File: src/rtl/mole_pkg.sv
// Shared types and constants for the whack-a-mole round controller.
package mole_pkg;

  typedef enum logic [2:0] {
    IDLE,
    GAP,
    SPAWN,
    WAIT_HIT,
    SCORE,
    WIN,
    LOSE
  } state_t;

  localparam logic [1:0] WINLOSE_NONE = 2'b00;
  localparam logic [1:0] WINLOSE_WIN  = 2'b10;
  localparam logic [1:0] WINLOSE_LOSE = 2'b01;

  // Fibonacci taps 8,6,5,4 expressed as a mask over bits [7:0].
  localparam logic [7:0] LFSR_TAPS = 8'b1011_1000;

endpackage

File: src/rtl/mole_lfsr8.sv
// Free-running 8-bit Fibonacci LFSR used to pick mole positions.
module mole_lfsr8
  import mole_pkg::*;
#(
  parameter logic [7:0] SEED = 8'hA5
) (
  input  logic       clk,
  input  logic       reset,
  output logic [7:0] value
);

  always_ff @(posedge clk) begin
    if (reset) begin
      value <= SEED;
    end else begin
      value <= {value[6:0], ^(value & LFSR_TAPS)};
    end
  end

endmodule

File: src/rtl/mole_round_ctrl.sv
// Whack-a-mole round sequencer: picks targets, times responses, keeps score
// and decides win/lose.
module mole_round_ctrl
  import mole_pkg::*;
#(
  parameter int         WIN_SCORE        = 10,
  parameter int         ROUND_CYCLES     = 50_000_000,
  parameter int         MIN_ROUND_CYCLES = 10_000_000,
  parameter int         SPEEDUP_CYCLES   = 4_000_000,
  parameter int         GAP_CYCLES       = 12_500_000,
  parameter logic [7:0] LFSR_SEED        = 8'hA5
) (
  input  logic       clk,
  input  logic       reset,
  input  logic       start,
  input  logic [7:0] buttonin,
  output logic [7:0] led,
  output logic [2:0] placement,
  output logic [3:0] score,
  output logic [1:0] winlose,
  output logic       inst_loss,
  output logic       busy
);

  localparam int MAX_CYCLES = (ROUND_CYCLES > GAP_CYCLES) ? ROUND_CYCLES : GAP_CYCLES;
  localparam int TW         = $clog2(MAX_CYCLES + 1);

  localparam logic [TW-1:0] ROUND_LEN   = TW'(ROUND_CYCLES);
  localparam logic [TW-1:0] MIN_LEN     = TW'(MIN_ROUND_CYCLES);
  localparam logic [TW-1:0] SPEEDUP_LEN = TW'(SPEEDUP_CYCLES);
  localparam logic [TW-1:0] GAP_LOAD    = TW'(GAP_CYCLES - 1);
  localparam logic [TW-1:0] TIMER_ONE   = TW'(1);
  localparam logic [3:0]    WIN_SCORE_L = 4'(WIN_SCORE);

  state_t        state;
  state_t        state_next;
  logic [7:0]    lfsr;
  logic [7:0]    btn_q;
  logic [7:0]    press;
  logic [TW-1:0] timer;
  logic [TW-1:0] round_len;
  logic [TW-1:0] round_len_fast;
  logic [2:0]    cand;
  logic [3:0]    score_inc;
  logic          unused_lfsr_hi;

  mole_lfsr8 #(
    .SEED (LFSR_SEED)
  ) u_lfsr (
    .clk   (clk),
    .reset (reset),
    .value (lfsr)
  );

  assign unused_lfsr_hi = ^lfsr[7:3];

  // Only rising edges count, so a held button never scores or loses twice.
  assign press = buttonin & ~btn_q;

  always_comb begin
    cand           = lfsr[2:0];
    score_inc      = score;
    round_len_fast = MIN_LEN;
    if (lfsr[2:0] == placement) begin
      cand = lfsr[2:0] + 3'd1;
    end
    if (score < WIN_SCORE_L) begin
      score_inc = score + 4'd1;
    end
    // Subtract only when the result stays at or above the floor; no wraparound.
    if (round_len > SPEEDUP_LEN && (round_len - SPEEDUP_LEN) >= MIN_LEN) begin
      round_len_fast = round_len - SPEEDUP_LEN;
    end
  end

  always_ff @(posedge clk) begin
    if (reset) begin
      state <= IDLE;
    end else begin
      state <= state_next;
    end
  end

  always_comb begin
    state_next = state;
    busy       = 1'b0;
    case (state)
      IDLE, WIN, LOSE: begin
        if (start) begin
          state_next = GAP;
        end
      end
      GAP: begin
        busy = 1'b1;
        if (timer == '0) begin
          state_next = SPAWN;
        end
      end
      SPAWN: begin
        busy       = 1'b1;
        state_next = WAIT_HIT;
      end
      WAIT_HIT: begin
        busy = 1'b1;
        if (press == led) begin
          state_next = SCORE;
        end else if (press != 8'd0) begin
          state_next = LOSE;
        end else if (timer == '0) begin
          state_next = LOSE;
        end
      end
      SCORE: begin
        busy = 1'b1;
        if (score_inc == WIN_SCORE_L) begin
          state_next = WIN;
        end else begin
          state_next = GAP;
        end
      end
      default: state_next = IDLE;
    endcase
  end

  always_ff @(posedge clk) begin
    if (reset) begin
      btn_q     <= '0;
      led       <= '0;
      placement <= '0;
      score     <= '0;
      winlose   <= WINLOSE_NONE;
      inst_loss <= 1'b0;
      round_len <= ROUND_LEN;
      timer     <= '0;
    end else begin
      btn_q     <= buttonin;
      inst_loss <= 1'b0;
      case (state)
        IDLE, WIN, LOSE: begin
          if (start) begin
            score     <= '0;
            winlose   <= WINLOSE_NONE;
            round_len <= ROUND_LEN;
            timer     <= GAP_LOAD;
          end
        end
        GAP: begin
          if (timer != '0) begin
            timer <= timer - TIMER_ONE;
          end
        end
        SPAWN: begin
          placement <= cand;
          led       <= 8'd1 << cand;
          timer     <= round_len - TIMER_ONE;
        end
        WAIT_HIT: begin
          if (state_next == SCORE) begin
            led <= '0;
          end else if (state_next == LOSE) begin
            led       <= '0;
            score     <= '0;
            winlose   <= WINLOSE_LOSE;
            inst_loss <= 1'b1;
          end else begin
            timer <= timer - TIMER_ONE;
          end
        end
        SCORE: begin
          score     <= score_inc;
          round_len <= round_len_fast;
          if (score_inc == WIN_SCORE_L) begin
            winlose <= WINLOSE_WIN;
          end else begin
            timer <= GAP_LOAD;
          end
        end
        default: ;
      endcase
    end
  end

endmodule

File: config.mk
export PLATFORM = sky130hd
export DESIGN_NAME = mole_round_ctrl
export DESIGN_NICKNAME = d
export VERILOG_FILES = /design/src/rtl/mole_pkg.sv /design/src/rtl/mole_lfsr8.sv /design/src/rtl/mole_round_ctrl.sv
export SDC_FILE = /design/constraint.sdc
export NUM_CORES = 1
export LEC_CHECK = 0
export ABC_AREA = 1
export BUFFER_PORTS_ARGS = -buffer_cell sky130_fd_sc_hd__buf_4
export CAP_MARGIN = 20
export CELL_PAD_IN_SITES_DETAIL_PLACEMENT = 1
export CELL_PAD_IN_SITES_GLOBAL_PLACEMENT = 1
export CORE_MARGIN = 5
export CORE_UTILIZATION = 30
export DETAILED_ROUTE_END_ITERATION = 10
export PLACE_DENSITY_LB_ADDON = 0.1
export RECOVER_POWER = 100
export SYNTH_ARGS = -nofsm -noshare
export SYNTH_HDL_FRONTEND = slang
export SYNTH_HIERARCHICAL = 1
export SYNTH_SLANG_ARGS = --single-unit
File: constraint.sdc
create_clock -name clk -period 4.5 [get_ports clk]
set_input_delay 0.9 -clock clk [delete_from_list [all_inputs] [get_ports clk]]
set_output_delay 0.9 -clock clk [all_outputs]
set_load 0.05 [all_outputs]
==> impl_metrics.yaml <==
status:
  status: "finished clean"
worst_setup_path:
  cp_top_family: "buffers and inverters"
  cp_max_fo: 47
  worstSetupStartpointType: "register"
  timing.critical_path.buf_inv: 5
  crit_arrival_ps: 3480
  cp.required_ps: 4710
  slowest_delay_ps: 880
  cp_slowest_cell: "clkbuf_2"
  cp-end-kind: "register"
  path_class: "reg -> reg"
  crit_top_cell: "inv_1"
  cp_cell_sequence: "inv_1, nand2_4, clkbuf_2, inv_4, nand2_1, ha_1, inv_1, nor2_1, inv_1, nor2_2, nand4_4, nor2_1, xor2_1, a31oi_1"
timing:
  final.period_utilization: 0.726
  setup_viol: 0
  tightest_slew_ps: 1180
  post-route-min-period_ps: 3270
  clock.fmax_ghz: 0.306
  hold_viol_final: 0
  setup_tns_ps: 0
  fin_skew_ps: 7.10
  max_slew_margin: 0.214
  rsz0062_at_grt: "no"
  slew_violations: 0
layout:
  n_antenna_cell: 0
  drive_gt1_frac: 0.102
  fill_cells: 2135
  layout.nets: 793
  design_area_sq_um: 5620
  syn_to_final_growth_pct: 12.7
clock_tree:
  hold_buffers: 0
  clock_latency_ps: 340
  clock_sinks: 82
  numCtsBuffers: 9
  cts_tree: "built"
  path_clk_slew_ps: 60
  post_cts_buffers: 0
  clockRootBuffer: "clkbuf_16"
  htree_num_levels: 3
  clockBufferDepth: 2
  post_cts_resize_count: 0
placement:
  hpwlAfterDp_microns: 11200
  port_buffers: 29
  place_area_sq_um: 5370
  routabilityCongestion: 0.818
detailed_routing:
  drt-initial-drc-count: 171
  vias: 4818
  post_drt_wl_per_cell_microns: 14.8
  drc: 0
  vias_per_cell: 4.81
  ant_nets: 0
  drt-pass1-iter-count: 4
  drt_wl_total_microns: 14800
synthesis:
  synthFlopType: "dfxtp_1"
  synthCells: 755
  syn_area_sq_um: 4990
  async_flop_share: 0
  yosys.area.top_type: "dfxtp_1"
  synth_edf_count: 0
  syn_area_per_cell_sq_um: 6.61
  ys_top_cells_by_area: "dfxtp_1 33%, nand2_1 14%, inv_1 7.8%, o21ai_0 6.7%, nor2_1 5.3%"
  yosysUniqueCellTypes: 45
  synth_top_area_share: 0.329
  ys_seq_area_frac: 0.329
  synth_nets: 771
  yosysWarnings: 6
  ys_seq_elements: 82
hold_path:
  hold_class: "reg -> reg"
floorplanning:
  pin_count: 30
  core_area_sq_um: 16500
  die_y_microns: 139
  rows: 47
  initial_core_util: 0.303
  die_w_microns: 139
  dieArea_sq_um: 19300
power:
  leakagePower_nw: 2.49
  power_density_nw_per_um2: 343
  peakVddDrop_mv: 0.206
grt:
  grt_max_degree: 49
  grt_pass1_wl_microns: 25400
  grtUsageTotal: 0.159
  antenna_found_initial: 0
  grt_overflow: 0
  grt_pass1_vias: 5188
job:
  cap_violations: 0
[placed cells by master, fill, tap and decap left out, types with 3 or more instances in the layout]
cell type / netlist / routed
o211ai_1: 3 / 3
dfxtp_1: 82 / 82
nand3_2: 4 / 3
a211oi_1: 5 / 5
o21ai_0: 67 / 69
o21ai_2: 11 / 11
xor2_1: 16 / 16
bufinv_16: 0 / 3
or2_2: 9 / 9
inv_1: 103 / 105
nor3_1: 11 / 11
a21oi_2: 3 / 3
buf_4: 1 / 9
nor2_1: 71 / 71
a21oi_1: 40 / 40
a41oi_1: 4 / 4
nand4_1: 12 / 12
o21bai_1: 4 / 4
inv_2: 6 / 4
clkbuf_16: 0 / 9
o21ai_1: 6 / 4
nand2_2: 5 / 3
clkbuf_1: 14 / 21
nand2_1: 183 / 185
nor2_2: 10 / 10
nand3_1: 38 / 39
a31oi_1: 5 / 5
ha_1: 5 / 5
xnor2_1: 9 / 9
[metrics by stage]
step	instances	setup WS (ps)	hold slack (ps)	total power [mW]	utilization
finish	1001	1230	416	1.93	0.342
global route	1001	834	463	2.03	0.342
CTS	1001	1650	426	1.96	0.347
detailed placement	986	1320	406	1.09	0.326
global placement	986	1400	394	1.08	0.326
floorplan	755	2120	383	1.02	-
[cell usage after synthesis, types with 2 or more instances]
master / n
or2_2: 9
xor2_1: 16
buf_6: 2
inv_2: 6
o21ai_2: 11
inv_1: 103
nand4_1: 12
a21oi_1: 40
buf_12: 2
nor3_2: 2
nand2_2: 5
o21ai_1: 6
buf_2: 3
mux2i_1: 2
ha_1: 5
or2_1: 2
nor2_4: 2
nor2_1: 71
nand3_2: 4
a21oi_2: 3
nand3b_1: 2
o211ai_1: 3
nor3_1: 11
nand3_1: 38
clkbuf_1: 14
xnor2_1: 9
dfxtp_1: 82
a211oi_1: 5
o21ai_4: 2
o21ai_0: 67
o21bai_1: 4
nor2_2: 10
a31oi_1: 5
nand2_1: 183
a41oi_1: 4
[cell type report]
class	count	area [sq um]	area share
flip-flops and latches	82	1640	0.292
repair buffers	33	166	0.0296
clock inverters	5	103	0.0182
well taps	220	275	0.0489
inverters	110	415	0.0739
multi-input cells	541	2780	0.495
clock buffers	10	239	0.0425
[sequential cells by signal, summed over array words and instances (netlist names)]
register	flops
btn_q	8
inst_loss	1
led	8
placement	3
round_len	19
score	4
state	3
timer	26
u_lfsr/value	8
winlose	2
[cell families after synthesis]
family / count (synthesis) / share of synthesized area
simple gates: 356 / 0.319
fa+ha+maj: 5 / 0.0125
compound gates: 153 / 0.180
mux: 2 / 0.00401
xor+xnor: 25 / 0.0439
buf+inv: 132 / 0.111
flops: 82 / 0.329
[per-layer routing]
layer	track usage	wire (microns)	vias to the layer above	share of wire
met1	0.200	7040	2288	0.48
li1	-	-	2479	-
met3	0.0241	280	15	0.019
met4	0.0530	237	0	0.016
met2	0.279	7230	36	0.49
met5	0	0	-	0
[power by group]
part | internal (mW) | switching (mW) | total [mW]
registers | 0.762 | 0.0288 | 0.791
logic | 0.0868 | 0.186 | 0.273
clock network | 0.554 | 0.313 | 0.867
[path summary, 6_finish.rpt]
kind,from,to,slack [ps],cells past startpoint
worst max-delay path,state[2]$_SDFF_PP0_,timer[20]$_SDFFE_PP0P_,1230,14
worst min-delay path,u_lfsr/value[6]$_SDFF_PP0_,u_lfsr/value[7]$_SDFF_PP1_,420,1
worst max register to register,state[2]$_SDFF_PP0_,timer[20]$_SDFFE_PP0P_,1230,14
worst min register to register,u_lfsr/value[6]$_SDFF_PP0_,u_lfsr/value[7]$_SDFF_PP1_,420,1
Note: power is estimated with default switching activity, not from simulation.
